File: src/rtl/hynoc_pkg.sv
// rtl/hynoc_pkg.sv - shared router FSM state encoding and flit field helpers
package hynoc_pkg;

  typedef enum logic {
    ST_IDLE   = 1'b0,
    ST_LOCKED = 1'b1
  } hynoc_state_e;

  // The stop bit (last flit of a packet) is always the flit MSB.
  function automatic int stop_bit_idx(input int flit_width);
    return flit_width - 1;
  endfunction

endpackage

File: src/rtl/hynoc_egress_credit_if.sv
// rtl/hynoc_egress_credit_if.sv - ingress handshake and downstream credit bus of one egress port
interface hynoc_egress_credit_if #(
  parameter int NB_INPUTS  = 4,
  parameter int FLIT_WIDTH = 33
);
  logic [NB_INPUTS-1:0]            from_ingress_request;
  logic [NB_INPUTS-1:0]            from_ingress_valid;
  logic [NB_INPUTS*FLIT_WIDTH-1:0] from_ingress_data;
  logic [NB_INPUTS-1:0]            to_ingress_grant;
  logic [NB_INPUTS-1:0]            to_ingress_ready;
  logic                            out_valid;
  logic [FLIT_WIDTH-1:0]           out_data;
  logic                            credit_return;
  logic                            credit_err;

  modport slave (
    input  from_ingress_request, from_ingress_valid, from_ingress_data, credit_return,
    output to_ingress_grant, to_ingress_ready, out_valid, out_data, credit_err
  );

  modport master (
    output from_ingress_request, from_ingress_valid, from_ingress_data, credit_return,
    input  to_ingress_grant, to_ingress_ready, out_valid, out_data, credit_err
  );
endinterface

File: src/rtl/hynoc_rr_pick.sv
// rtl/hynoc_rr_pick.sv - combinational round-robin pick starting after the last winner
module hynoc_rr_pick #(
  parameter int NB_INPUTS = 4,
  parameter int IDX_W     = $clog2(NB_INPUTS)
) (
  input  logic [NB_INPUTS-1:0] i_req,
  input  logic [IDX_W-1:0]     i_last_winner,
  output logic [NB_INPUTS-1:0] o_onehot,
  output logic [IDX_W-1:0]     o_idx,
  output logic                 o_any
);

  logic [IDX_W-1:0] w_cand;

  always_comb begin
    o_onehot = '0;
    o_idx    = '0;
    o_any    = 1'b0;
    w_cand   = '0;
    for (int k = 1; k <= NB_INPUTS; k++) begin
      w_cand = IDX_W'((int'(i_last_winner) + k) % NB_INPUTS);
      if (!o_any && i_req[w_cand]) begin
        o_any            = 1'b1;
        o_onehot[w_cand] = 1'b1;
        o_idx            = w_cand;
      end
    end
  end

endmodule

File: src/rtl/hynoc_egress_credit.sv
// rtl/hynoc_egress_credit.sv - wormhole egress arbiter with downstream credit flow control
// Optional flit/packet counters are built when HYNOC_EGRESS_STATS_EN is defined.
module hynoc_egress_credit
  import hynoc_pkg::*;
#(
  parameter int NB_INPUTS     = 4,
  parameter int PAYLOAD_WIDTH = 32,
  parameter int FLIT_WIDTH    = PAYLOAD_WIDTH + 1,
  parameter int CREDITS       = 8
) (
  input  logic                 router_clk,
  input  logic                 router_srst,
  hynoc_egress_credit_if.slave bus
`ifdef HYNOC_EGRESS_STATS_EN
  ,
  output logic [31:0]          stat_flits,
  output logic [31:0]          stat_packets
`endif
);

  localparam int CREDIT_WIDTH = $clog2(CREDITS + 1);
  localparam int IDX_W        = $clog2(NB_INPUTS);
  localparam int STOP_IDX     = stop_bit_idx(FLIT_WIDTH);

  hynoc_state_e            r_state, w_state_nxt;
  logic [NB_INPUTS-1:0]    r_grant;
  logic [IDX_W-1:0]        r_sel, r_last_winner;
  logic [CREDIT_WIDTH-1:0] r_credit_cnt;
  logic                    r_credit_err, r_out_valid;
  logic [FLIT_WIDTH-1:0]   r_out_data;

  logic [NB_INPUTS-1:0]    w_pick_onehot;
  logic [IDX_W-1:0]        w_pick_idx;
  logic                    w_pick_any;
  logic                    w_has_credit, w_xfer, w_xfer_last, w_credit_full;
  logic [FLIT_WIDTH-1:0]   w_flits [NB_INPUTS];
  logic [FLIT_WIDTH-1:0]   w_sel_flit;

  for (genvar g = 0; g < NB_INPUTS; g++) begin : g_unpack
    assign w_flits[g] = bus.from_ingress_data[g*FLIT_WIDTH +: FLIT_WIDTH];
  end

  hynoc_rr_pick #(.NB_INPUTS(NB_INPUTS), .IDX_W(IDX_W)) u_rr_pick (
    .i_req         (bus.from_ingress_request),
    .i_last_winner (r_last_winner),
    .o_onehot      (w_pick_onehot),
    .o_idx         (w_pick_idx),
    .o_any         (w_pick_any)
  );

  assign w_sel_flit    = w_flits[r_sel];
  assign w_has_credit  = (r_credit_cnt != '0);
  assign w_credit_full = (r_credit_cnt == CREDIT_WIDTH'(CREDITS));
  assign w_xfer        = (r_state == ST_LOCKED) && bus.from_ingress_valid[r_sel] && w_has_credit;
  assign w_xfer_last   = w_xfer && w_sel_flit[STOP_IDX];

  // Grant is one-hot at r_sel while locked, so it doubles as the ready mask.
  assign bus.to_ingress_grant = r_grant;
  assign bus.to_ingress_ready = ((r_state == ST_LOCKED) && w_has_credit) ? r_grant : '0;
  assign bus.out_valid        = r_out_valid;
  assign bus.out_data         = r_out_data;
  assign bus.credit_err       = r_credit_err;

  always_ff @(posedge router_clk) begin
    if (router_srst) r_state <= ST_IDLE;
    else             r_state <= w_state_nxt;
  end

  always_comb begin
    w_state_nxt = r_state;
    case (r_state)
      ST_IDLE:   if (w_pick_any)  w_state_nxt = ST_LOCKED;
      ST_LOCKED: if (w_xfer_last) w_state_nxt = ST_IDLE;
      default:                    w_state_nxt = ST_IDLE;
    endcase
  end

  always_ff @(posedge router_clk) begin
    if (router_srst) begin
      r_grant       <= '0;
      r_sel         <= '0;
      r_last_winner <= IDX_W'(NB_INPUTS - 1);
      r_out_valid   <= 1'b0;
      r_out_data    <= '0;
      r_credit_cnt  <= CREDIT_WIDTH'(CREDITS);
      r_credit_err  <= 1'b0;
    end else begin
      r_out_valid <= w_xfer;
      if (w_xfer) r_out_data <= w_sel_flit;

      if ((r_state == ST_IDLE) && w_pick_any) begin
        r_grant <= w_pick_onehot;
        r_sel   <= w_pick_idx;
      end else if (w_xfer_last) begin
        r_grant       <= '0;
        r_last_winner <= r_sel;
      end

      // Simultaneous send and return cancel out; a return at full is an error, not an increment.
      case ({w_xfer, bus.credit_return})
        2'b10: r_credit_cnt <= r_credit_cnt - CREDIT_WIDTH'(1);
        2'b01: begin
          if (w_credit_full) r_credit_err <= 1'b1;
          else               r_credit_cnt <= r_credit_cnt + CREDIT_WIDTH'(1);
        end
        default: ;
      endcase
    end
  end

`ifdef HYNOC_EGRESS_STATS_EN
  logic [31:0] r_stat_flits, r_stat_packets;

  always_ff @(posedge router_clk) begin
    if (router_srst) begin
      r_stat_flits   <= '0;
      r_stat_packets <= '0;
    end else begin
      if (w_xfer)      r_stat_flits   <= r_stat_flits + 32'd1;
      if (w_xfer_last) r_stat_packets <= r_stat_packets + 32'd1;
    end
  end

  assign stat_flits   = r_stat_flits;
  assign stat_packets = r_stat_packets;
`endif

endmodule
File: src/flat_wrapper.sv
// flat-port wrapper written by rule: the top's interface ports become plain ports
module hynoc_egress_credit_flat import hynoc_pkg::*;
#(
  parameter int NB_INPUTS     = 4,
  parameter int PAYLOAD_WIDTH = 32,
  parameter int FLIT_WIDTH    = PAYLOAD_WIDTH + 1,
  parameter int CREDITS       = 8
)
  (router_clk, router_srst, bus_from_ingress_request, bus_from_ingress_valid, bus_from_ingress_data, bus_credit_return, bus_to_ingress_grant, bus_to_ingress_ready, bus_out_valid, bus_out_data, bus_credit_err);
  hynoc_egress_credit_if #(.NB_INPUTS(NB_INPUTS), .FLIT_WIDTH(FLIT_WIDTH)) bus_i ();
  input  logic router_clk;
  input  logic router_srst;
  input wire logic [$bits(bus_i.from_ingress_request)-1:0] bus_from_ingress_request;
  input wire logic [$bits(bus_i.from_ingress_valid)-1:0] bus_from_ingress_valid;
  input wire logic [$bits(bus_i.from_ingress_data)-1:0] bus_from_ingress_data;
  input wire logic [$bits(bus_i.credit_return)-1:0] bus_credit_return;
  output wire logic [$bits(bus_i.to_ingress_grant)-1:0] bus_to_ingress_grant;
  output wire logic [$bits(bus_i.to_ingress_ready)-1:0] bus_to_ingress_ready;
  output wire logic [$bits(bus_i.out_valid)-1:0] bus_out_valid;
  output wire logic [$bits(bus_i.out_data)-1:0] bus_out_data;
  output wire logic [$bits(bus_i.credit_err)-1:0] bus_credit_err;
  assign bus_i.from_ingress_request = bus_from_ingress_request;
  assign bus_i.from_ingress_valid = bus_from_ingress_valid;
  assign bus_i.from_ingress_data = bus_from_ingress_data;
  assign bus_i.credit_return = bus_credit_return;
  assign bus_to_ingress_grant = bus_i.to_ingress_grant;
  assign bus_to_ingress_ready = bus_i.to_ingress_ready;
  assign bus_out_valid = bus_i.out_valid;
  assign bus_out_data = bus_i.out_data;
  assign bus_credit_err = bus_i.credit_err;
  hynoc_egress_credit #(.NB_INPUTS(NB_INPUTS), .PAYLOAD_WIDTH(PAYLOAD_WIDTH), .FLIT_WIDTH(FLIT_WIDTH), .CREDITS(CREDITS)) u_core (.router_clk(router_clk), .router_srst(router_srst), .bus(bus_i));
endmodule
File: config.mk
export PLATFORM = sky130hd
export DESIGN_NAME = hynoc_egress_credit_flat
export DESIGN_NICKNAME = d
export VERILOG_FILES = /design/src/rtl/hynoc_pkg.sv /design/src/rtl/hynoc_egress_credit_if.sv /design/src/rtl/hynoc_rr_pick.sv /design/src/rtl/hynoc_egress_credit.sv /design/src/flat_wrapper.sv
export SDC_FILE = /design/constraint.sdc
export NUM_CORES = 1
export LEC_CHECK = 0
export ABC_CLOCK_PERIOD_IN_PS = 5400
export CAP_MARGIN = 15
export CORE_MARGIN = 5
export CORE_UTILIZATION = 41
export CTS_CLUSTER_DIAMETER = 30
export CTS_CLUSTER_SIZE = 12
export DETAILED_ROUTE_END_ITERATION = 8
export PLACE_DENSITY = 0.87
export RECOVER_POWER = 100
export SYNTH_ARGS = -nofsm -noshare
export SYNTH_HDL_FRONTEND = slang
export SYNTH_SLANG_ARGS = --single-unit
File: constraint.sdc
create_clock -name router_clk -period 5.4 [get_ports router_clk]
set_input_delay 1.08 -clock router_clk [delete_from_list [all_inputs] [get_ports router_clk]]
set_output_delay 1.08 -clock router_clk [all_outputs]
set_load 0.02 [all_outputs]
**Word-level counts from Yosys, hierarchy flattened**

Cells that the tools add are included.

- Output and inout port bits: 43
- Input bits: 143
- Flip-flop bits (word level): 48
- Logic and storage cells: 96

- Equal/unequal tests: 4
- Reductions and logical operators: 21
- Magnitude comparators: 10
- Muxes and demuxes: 41
- Bitwise logic cells: 6
- Add/sub/neg operators: 6

Operators with widths:

| operator | count |
|---|---|
| $bmux W33 S2 | 1 |
| $mux W33 | 2 |
| $mux W4 | 8 |
| $lt A2 B3 Y1 const B | 5 |
| $mux W1 | 15 |
| $logic_and A1 B1 Y1 | 12 |
| $or A4 B4 Y4 | 3 |
| $bmux W1 S2 | 5 |
| $demux W1 S2 | 4 |
| $ge A2 B1 Y1 const B | 4 |
| $mux W2 | 4 |
| $pmux W4 S2 | 1 |
| $reduce_and A2 Y1 | 3 |
| $add A2 B1 Y2 const B | 2 |
| $add A2 B2 Y2 const B | 2 |
| $add A4 B1 Y4 const B | 1 |
| $eq A4 B4 Y1 const B | 1 |
| $reduce_bool A2 Y1 | 2 |
| $reduce_bool A4 Y1 | 1 |
| $sub A4 B1 Y4 const B | 1 |
| $ge A3 B3 Y1 const B | 1 |
| $logic_not A1 Y1 | 3 |
| $not A2 Y3 | 1 |
| $eq A2 B1 Y1 const B | 1 |
| other kinds (4) | 5 |

**Logic depth before layout (Yosys ltp)**

Gate-level depths: netlist of the first run.

- Depth in word-level cells: 16
- Gate-level depth with buffers: 11

**Cells and area by module**

Synthesis of the first run repeated with hierarchy kept, for this count alone.

- Cells, all modules: 350
- Area total of the unflattened synthesis: 3279.4 um^2

Modules (own cells, without submodules):

| module | area an instance (um^2) | sequential area each (um^2) | cells each | times used |
|---|---|---|---|---|
| hynoc_egress_credit | 2650.0 | 960.9 | 264 | 1 |
| hynoc_rr_pick | 629.4 | 0.0 | 86 | 1 |

**Worst setup path before layout of the first run**

Ideal clock, no wire load.

- Path kind: input to register
- From: in bus_from_ingress_valid[3]
- To: reg u_core.r_credit_cnt[3]
- Stages: 10
- Buffers on the path: 1
- Setup slack: 2.200 ns
- Setup time: 0.117 ns
- Arrival: 3.083 ns
- Cell sequence: mux4_2 > nand2_1 > buf_2 > nand2_1 > ha_1 > a21o_1 > a21oi_1 > mux2i_1 > xnor2_1 > nand2b_1

- Word-level cells in the longest chain between the ends: 7
- Elaborated cells between the ends (all ways): 10

Ends and longest elaborated chain:

| what | line | RTL |
|---|---|---|
| from (decl) | flat_wrapper.sv:14 | `input wire logic [$bits(bus_i.from_ingress_valid)-1:0] bus_from_ingress_valid;` |
| $bmux W1 S2 * | hynoc_egress_credit.sv:54 | `assign w_xfer = (r_state == ST_LOCKED) && bus.from_ingress_valid[r_sel] && w_has_credit;` |
| $mux W1 (not written as such) * | hynoc_egress_credit.sv:54 |  |
| $logic_and A1 B1 Y1 * (2 in a row) | hynoc_egress_credit.sv:54 |  |
| $eq A2 B1 Y1 / $eq A2 B2 Y1 (equally long branches) | hynoc_egress_credit.sv:100 | `case ({w_xfer, bus.credit_return})` |
| $ne A2 B2 Y1 (no line) / $reduce_bool A2 Y1 (equally long branches) | n/a |  |
| $reduce_and A2 Y1 (no line) | n/a |  |
| to (signal assigned) | hynoc_egress_credit.sv:85 | `r_credit_cnt <= CREDIT_WIDTH'(CREDITS);` |
| to (signal assigned) | hynoc_egress_credit.sv:101 | `2'b10: r_credit_cnt <= r_credit_cnt - CREDIT_WIDTH'(1);` |
| to (signal assigned) | hynoc_egress_credit.sv:104 | `else r_credit_cnt <= r_credit_cnt + CREDIT_WIDTH'(1);` |
| to (decl) | hynoc_egress_credit.sv:28 | `logic [CREDIT_WIDTH-1:0] r_credit_cnt;` |

Every way passes the cells marked *; elsewhere a longest branch is shown, timed or not. The select of a mux whose other input is x is not followed.
A chain may end at the register's enable or synchronous reset.

**Worst setup path in the final report of the first run**

- From: in bus_from_ingress_valid[3]
- To: reg u_core.r_grant[3], in the netlist u_core.bus.to_ingress_grant[3]

- Word-level cells in the longest chain between the ends: 6

Ends and longest elaborated chain:

| what | line | RTL |
|---|---|---|
| $bmux W1 S2 | hynoc_egress_credit.sv:54 |  |
| $mux W1 (not written as such) | hynoc_egress_credit.sv:54 |  |
| $logic_and A1 B1 Y1 (2 in a row) | hynoc_egress_credit.sv:54 |  |
| $logic_and A1 B1 Y1 | hynoc_egress_credit.sv:55 | `assign w_xfer_last = w_xfer && w_sel_flit[STOP_IDX];` |
| $reduce_bool A2 Y1 (no line) | n/a |  |
| to (signal assigned) | hynoc_egress_credit.sv:92 | `r_grant <= w_pick_onehot;` |
| to (decl) | hynoc_egress_credit.sv:26 | `logic [NB_INPUTS-1:0] r_grant;` |

No other way between the ends. The select of a mux whose other input is x is not followed.

==> reports/metrics.yaml, run 1 <==
status: "finished with violations"
violations: "max-capacitance violations, max-slew violations"
slowest_delay_ps: 1140
seqCellArea_sq_um: 963
timing.max_cap.violations: 1
drt-initial-drc-count: 86
fin_crit_ps: 3920
ys.warnings.count: 0
core_sq_um: 7290
postCtsHoldBufs: 0
antenna_cells: 0
synth_most_common_cell: "nand2_1"
wl_microns: 10100
fin_skew_ps: 6.73
clk_latency_ps: 280
arrival_ps: 4090
synth-edff-count: 0
post_cts_buffers: 0
leakagePower_nw: 1.92
hpwl_microns: 8290
synthesis.nets: 467
initial_core_util_pct: 42.5
clock_sinks: 48
rows: 31
first_global_vias: 3133
synth_ff_type: "dfxtp_1"
min_path_type: "register to register"
cts_tree: "done"
grt_util_all_layers_pct: 20.9
critPathCaptureType: "register"
multiInputGateArea_sq_um: 1980
synthTopCellsByArea: "dfxtp_1 (31%), mux4_2 (26%), nand2_1 (8.9%)"
via_count: 3107
slew_viol_final: 39
fmax_mhz: 255
cts_made_buffers: 5
die_h_microns: 96.9
synth_cells: 313
die_area_sq_um: 9390
clk_pin_slew_worst_paths_ps: 80
wl_per_cell_microns: 17.4
cp.required_ps: 5570
synth.largest_area_cell: "dfxtp_1"
dr.pass1.iters: 5
ys_ff_latch: 48
tns_ps: 0
ys_seq_area_share_pct: 31.0
path_class: "input pin to register"
antenna_found_initial: 0
drive_above_1_share_pct: 10.2
cpMaxStageDelayCell: "clkbuf_1"
fillers: 597
ctsResizeCount: 0
ios: 186
nets: 636
cp_cell_sequence: "dlygate4sd3_1, mux4_2, and2_1, clkbuf_1, nand2_1, and2_0, a221o_1"
synth_common_cells: "nand2_1 (73), dfxtp_1 (48), a21oi_1 (39)"
setup-violations-final: 0
grt_first_pass_wirelength_microns: 16300
path_max_fanout: 38
drc: 0
synthArstFlopShare_pct: 0
netlist_area_sq_um: 3100
max-vdd-ir-drop_mv: 0.142
syn_area_per_cell_sq_um: 9.89
chipWidth_microns: 96.9
port_buffers: 185
power_density_nw_per_um2: 224
yosys.area.top_type_share_pct: 31.0
cts_root_buf: "clkbuf_8"
syn_to_final_growth_pct: 62.7
finalHoldViolCount: 0
start_kind: "input pin"
worstMarginPinSlew_ps: 1590
slew_headroom_pct: -6.28
ys_types: 43
grt_max_degree: 44
finalCritPeriodShare_pct: 72.6
place.gp.congestion: 0.911
grt_setup_unrepaired: "no"
vias_per_cell: 5.35
htreeDepth: 2
final_core_util_pct: 69.0
cts_max_path_buffers: 2
ant_nets: 0
grt_overflow: 0
[per-stage QoR]
| stage | hold WS (ps) | total power, W | cell area (sq um) | cells | setup slack, ps |
|---|---|---|---|---|---|
| after detailed placement | 448 | 0.000964 | 4970 | 574 | 1550 |
| after CTS | 458 | 0.00116 | 5050 | 581 | 1850 |
| after global placement | 442 | 0.000945 | 4970 | 574 | 1660 |
| final | 453 | 0.00113 | 5030 | 581 | 1480 |
| after global routing | 475 | 0.00121 | 5030 | 581 | 1120 |
| after floorplan | 485 | 0.000743 | 3100 | 313 | 2200 |
[worst paths after layout]
| kind | from | cells past startpoint | to | slack (ps) |
|---|---|---|---|---|
| max reg2reg | u_core.r_sel[1] | 6 | u_core.bus.to_ingress_grant[3] | 1730 |
| min reg2reg | u_core.bus.out_data[28] | 2 | u_core.bus.out_data[28] | 450 |
| min | u_core.bus.out_data[28] | 2 | u_core.bus.out_data[28] | 450 |
| max | bus_from_ingress_valid[3] | 7 | u_core.bus.to_ingress_grant[3] | 1480 |
[worst max-delay path, delay by kind of cell]
family	cells	cell delay, ps
AOI/OAI and AO/OA	1	370
buffers and inverters	2	1660
muxes	1	270
and+or+nand+nor	3	690
[report_power, final]
part	total [W]	internal, W	switching (W)
logic	0.000495	0.000280	0.000215
registers	0.000442	0.000396	0.0000464
clock network	0.000193	0.0000881	0.000105
[flip-flops by register name, summed over array words and instances (netlist names)]
| signal | flops |
|---|---|
| u_core.bus.out_data | 33 |
| u_core.bus.credit_err | 1 |
| u_core.r_sel | 2 |
| u_core.r_last_winner | 2 |
| u_core.r_credit_cnt | 4 |
| u_core.r_state | 1 |
| u_core.bus.to_ingress_grant | 4 |
| u_core.bus.out_valid | 1 |
[cells in the final DEF (no fill, tap or decap), types with 4 or more instances in the layout]
| master | count |
|---|---|
| clkbuf_8 | 5 |
| mux2i_1 | 4 |
| dfxtp_1 | 46 |
| mux4_2 | 36 |
| ha_1 | 10 |
| clkdlybuf4s50_1 | 140 |
| a22o_1 | 8 |
| nor2_1 | 12 |
| a21oi_1 | 39 |
| a221o_1 | 4 |
| inv_1 | 4 |
| and2_1 | 5 |
| dlygate4sd3_1 | 45 |
| nand2_1 | 73 |
| nor3_1 | 4 |
[layer usage]
layer / share of wire [%] / up-vias / global-route usage [%]
met3: 8.2 / 7 / 4.60
met5: 0 / - / 0
li1: - / 1496 / -
met2: 52 / 153 / 38.9
met1: 39 / 1451 / 24.6
met4: 1.0 / 0 / 4.21
[final cells by class]
type	count	area share [%]
tap	99	2.46
timing repair buffer	189	37.3
clock inverter	1	0.0994
multi-input combinational	234	39.3
inverter	4	0.298
sequential	48	19.1
clock buffer	6	1.44
[logic make-up (layout without fill, tap and decap cells)]
kind of cell	Yosys count	after routing	share of synthesized area (%)
xor gates and xnor gates	3	3	1.09
AOI/OAI and AO/OA	69	69	14.4
muxes	41	41	27.8
and+or+nand+nor	110	110	16.1
buffers and inverters	31	200	4.85
DFF	48	48	31.0
adders and majority gates	11	11	4.69
Power figures use the tool's default switching activity.
==> run 2: changes to the inputs <==
--- a/config.mk
+++ b/config.mk
@@ -5,14 +5,14 @@
 export SDC_FILE = /design/constraint.sdc
 export NUM_CORES = 1
 export LEC_CHECK = 0
-export ABC_CLOCK_PERIOD_IN_PS = 5400
+export ABC_CLOCK_PERIOD_IN_PS = 3500
 export CAP_MARGIN = 15
 export CORE_MARGIN = 5
-export CORE_UTILIZATION = 41
+export CORE_UTILIZATION = 34
 export CTS_CLUSTER_DIAMETER = 30
 export CTS_CLUSTER_SIZE = 12
 export DETAILED_ROUTE_END_ITERATION = 8
-export PLACE_DENSITY = 0.87
+export PLACE_DENSITY = 0.77
 export RECOVER_POWER = 100
 export SYNTH_ARGS = -nofsm -noshare
 export SYNTH_HDL_FRONTEND = slang
==> constraint.sdc (replaced) <==
create_clock -name router_clk -period 3.5 [get_ports router_clk]
set_input_delay 0.7 -clock router_clk [delete_from_list [all_inputs] [get_ports router_clk]]
set_output_delay 0.7 -clock router_clk [all_outputs]
set_load 0.02 [all_outputs]
==> reports/metrics.yaml, run 2 (synthesized netlist as in run 1, its figures left out) <==
post_cts_buffers: 0  # unchanged
port_buffers: 185  # unchanged
timing.max_cap.violations: 1  # unchanged
htreeDepth: 2  # unchanged
syn_to_final_growth_pct: 63.2  # was 62.7%
cts_tree: "done"  # unchanged
slew_headroom_pct: -3.14  # was -6.28%
critPathCaptureType: "register"  # unchanged
holdWs_ps: 454  # was 453 ps
final_cell_mix: "clkdlybuf4s50_1 (141), nand2_1 (73), dfxtp_1 (46)"  # was clkdlybuf4s50_1 (140), nand2_1 (73), dfxtp_1 (46)
hpwl_microns: 8080  # was 8290 microns
place.gp.congestion: 0.808  # was 0.911
drt-initial-drc-count: 98  # was 86
min_path_type: "register to register"  # unchanged
largest_reg_flops: 33  # unchanged
ctsResizeCount: 0  # unchanged
power_density_nw_per_um2: 351  # was 224 nW/um^2
fin_crit_ps: 2970
wl_microns: 10200  # was 10100 microns
setup-violations-final: 0  # unchanged
max-vdd-ir-drop_mv: 0.149  # was 0.142 mV
finalHoldViolCount: 0  # unchanged
leakagePower_nw: 1.93  # was 1.92 nW
postCtsHoldBufs: 0  # unchanged
cp.required_ps: 3720  # was 5570 ps
path_max_fanout: 35  # was 38
grt_overflow: 0  # unchanged
clock_sinks: 48  # unchanged
tns_ps: 0  # unchanged
clk_latency_ps: 290  # was 280 ps
ios: 186  # unchanged
grt_util_all_layers_pct: 17.5  # was 20.9%
status: "finished with violations"  # unchanged
clk_pin_slew_worst_paths_ps: 80  # about the same
antenna_cells: 0  # unchanged
start_kind: "input pin"  # unchanged
antenna_found_initial: 0  # unchanged
drc: 0  # unchanged
finalCritPeriodShare_pct: 84.8
p_total_w: 0.00177  # was 0.00113 W
fin_skew_ps: 7.61  # was 6.73 ps
fmax_mhz: 337
fillers: 805  # was 597
ant_nets: 0  # unchanged
final_common_cell: "clkdlybuf4s50_1"  # unchanged
cts_made_buffers: 5  # unchanged
die_h_microns: 105  # was 96.9 microns
arrival_ps: 3180  # was 4090 ps
first_global_vias: 3112  # was 3133
initial_core_util_pct: 35.2  # was 42.5%
path_class: "input pin to register"  # unchanged
worstMarginPinSlew_ps: 1550  # was 1590 ps
via_count: 3116  # was 3107
rows: 34  # was 31
drive_above_1_share_pct: 10.3  # was 10.2%
wl_per_cell_microns: 17.2  # was 17.4 microns
die_area_sq_um: 11100  # was 9390 sq um
vias_per_cell: 5.26  # was 5.35
cts_max_path_buffers: 2  # unchanged
nets: 637  # was 636
grt_first_pass_wirelength_microns: 15800  # was 16300 microns
dr.pass1.iters: 4  # was 5
violations: "max-capacitance violations, max-slew violations"  # unchanged
chipWidth_microns: 105  # was 96.9 microns
grt_max_degree: 44  # unchanged
grt_setup_unrepaired: "no"  # unchanged
cts_root_buf: "clkbuf_8"  # unchanged
core_sq_um: 8810  # was 7290 sq um
slew_viol_final: 36  # was 39
[run 2: path summary, 6_finish.rpt]
path | from | endpoint | slack (ps) | cells past startpoint
setup / recovery | bus_from_ingress_valid[3] | u_core.bus.out_data[15] | 530 | 6
hold / removal | u_core.bus.out_data[10] | u_core.bus.out_data[10] | 450 | 2
setup reg to reg | u_core.r_last_winner[0] | u_core.bus.to_ingress_grant[1] | 570 | 7
hold reg to reg | u_core.bus.out_data[10] | u_core.bus.out_data[10] | 450 | 2
[run 2: layout make-up]
cell class,instances,area (sq um),share of cell area [%]
multi-input cells,234,1970,39.0
repair buffers,190,1880,37.2
flip-flops and latches,48,963,19.1
well taps,108,135,2.67
clock buffers,8,90.1,1.78
inverters,4,15.0,0.297
[run 2: through the flow]
step / instance area, sq um / instances / util [%] / worst slack (ps)
finish: 5050 / 592 / 57.4 / 533
global route: 5050 / 592 / 57.4 / 266
CTS: 5070 / 592 / 57.6 / 673
detailed placement: 4980 / 584 / 56.6 / 462
global placement: 4980 / 584 / 56.6 / 535
floorplan: 3100 / 313 / - / 680
[run 2: where the power goes]
group | switching, W | total, W | leakage [nW] | internal (W)
combinational | 0.000353 | 0.000782 | 1.50 | 0.000429
sequential | 0.0000492 | 0.000660 | 0.393 | 0.000610
clock | 0.000169 | 0.000330 | 0.0455 | 0.000161
[run 2: routing by layer]
| layer | global-route usage, % | wire [microns] | vias to the layer above |
|---|---|---|---|
| met1 | 19.7 | 3820 | 1449 |
| met5 | 0 | 0 | - |
| met2 | 32.1 | 5260 | 157 |
| li1 | - | - | 1499 |
| met3 | 4.95 | 937 | 11 |
| met4 | 4.78 | 182 | 0 |
[run 2: critical path, cell delays in order]
cell	delay (ps)
clkdlybuf4s50_1	400
mux4_2	510
nand2_1	110
clkbuf_1	1120
nand2_1	130
a21oi_1	200
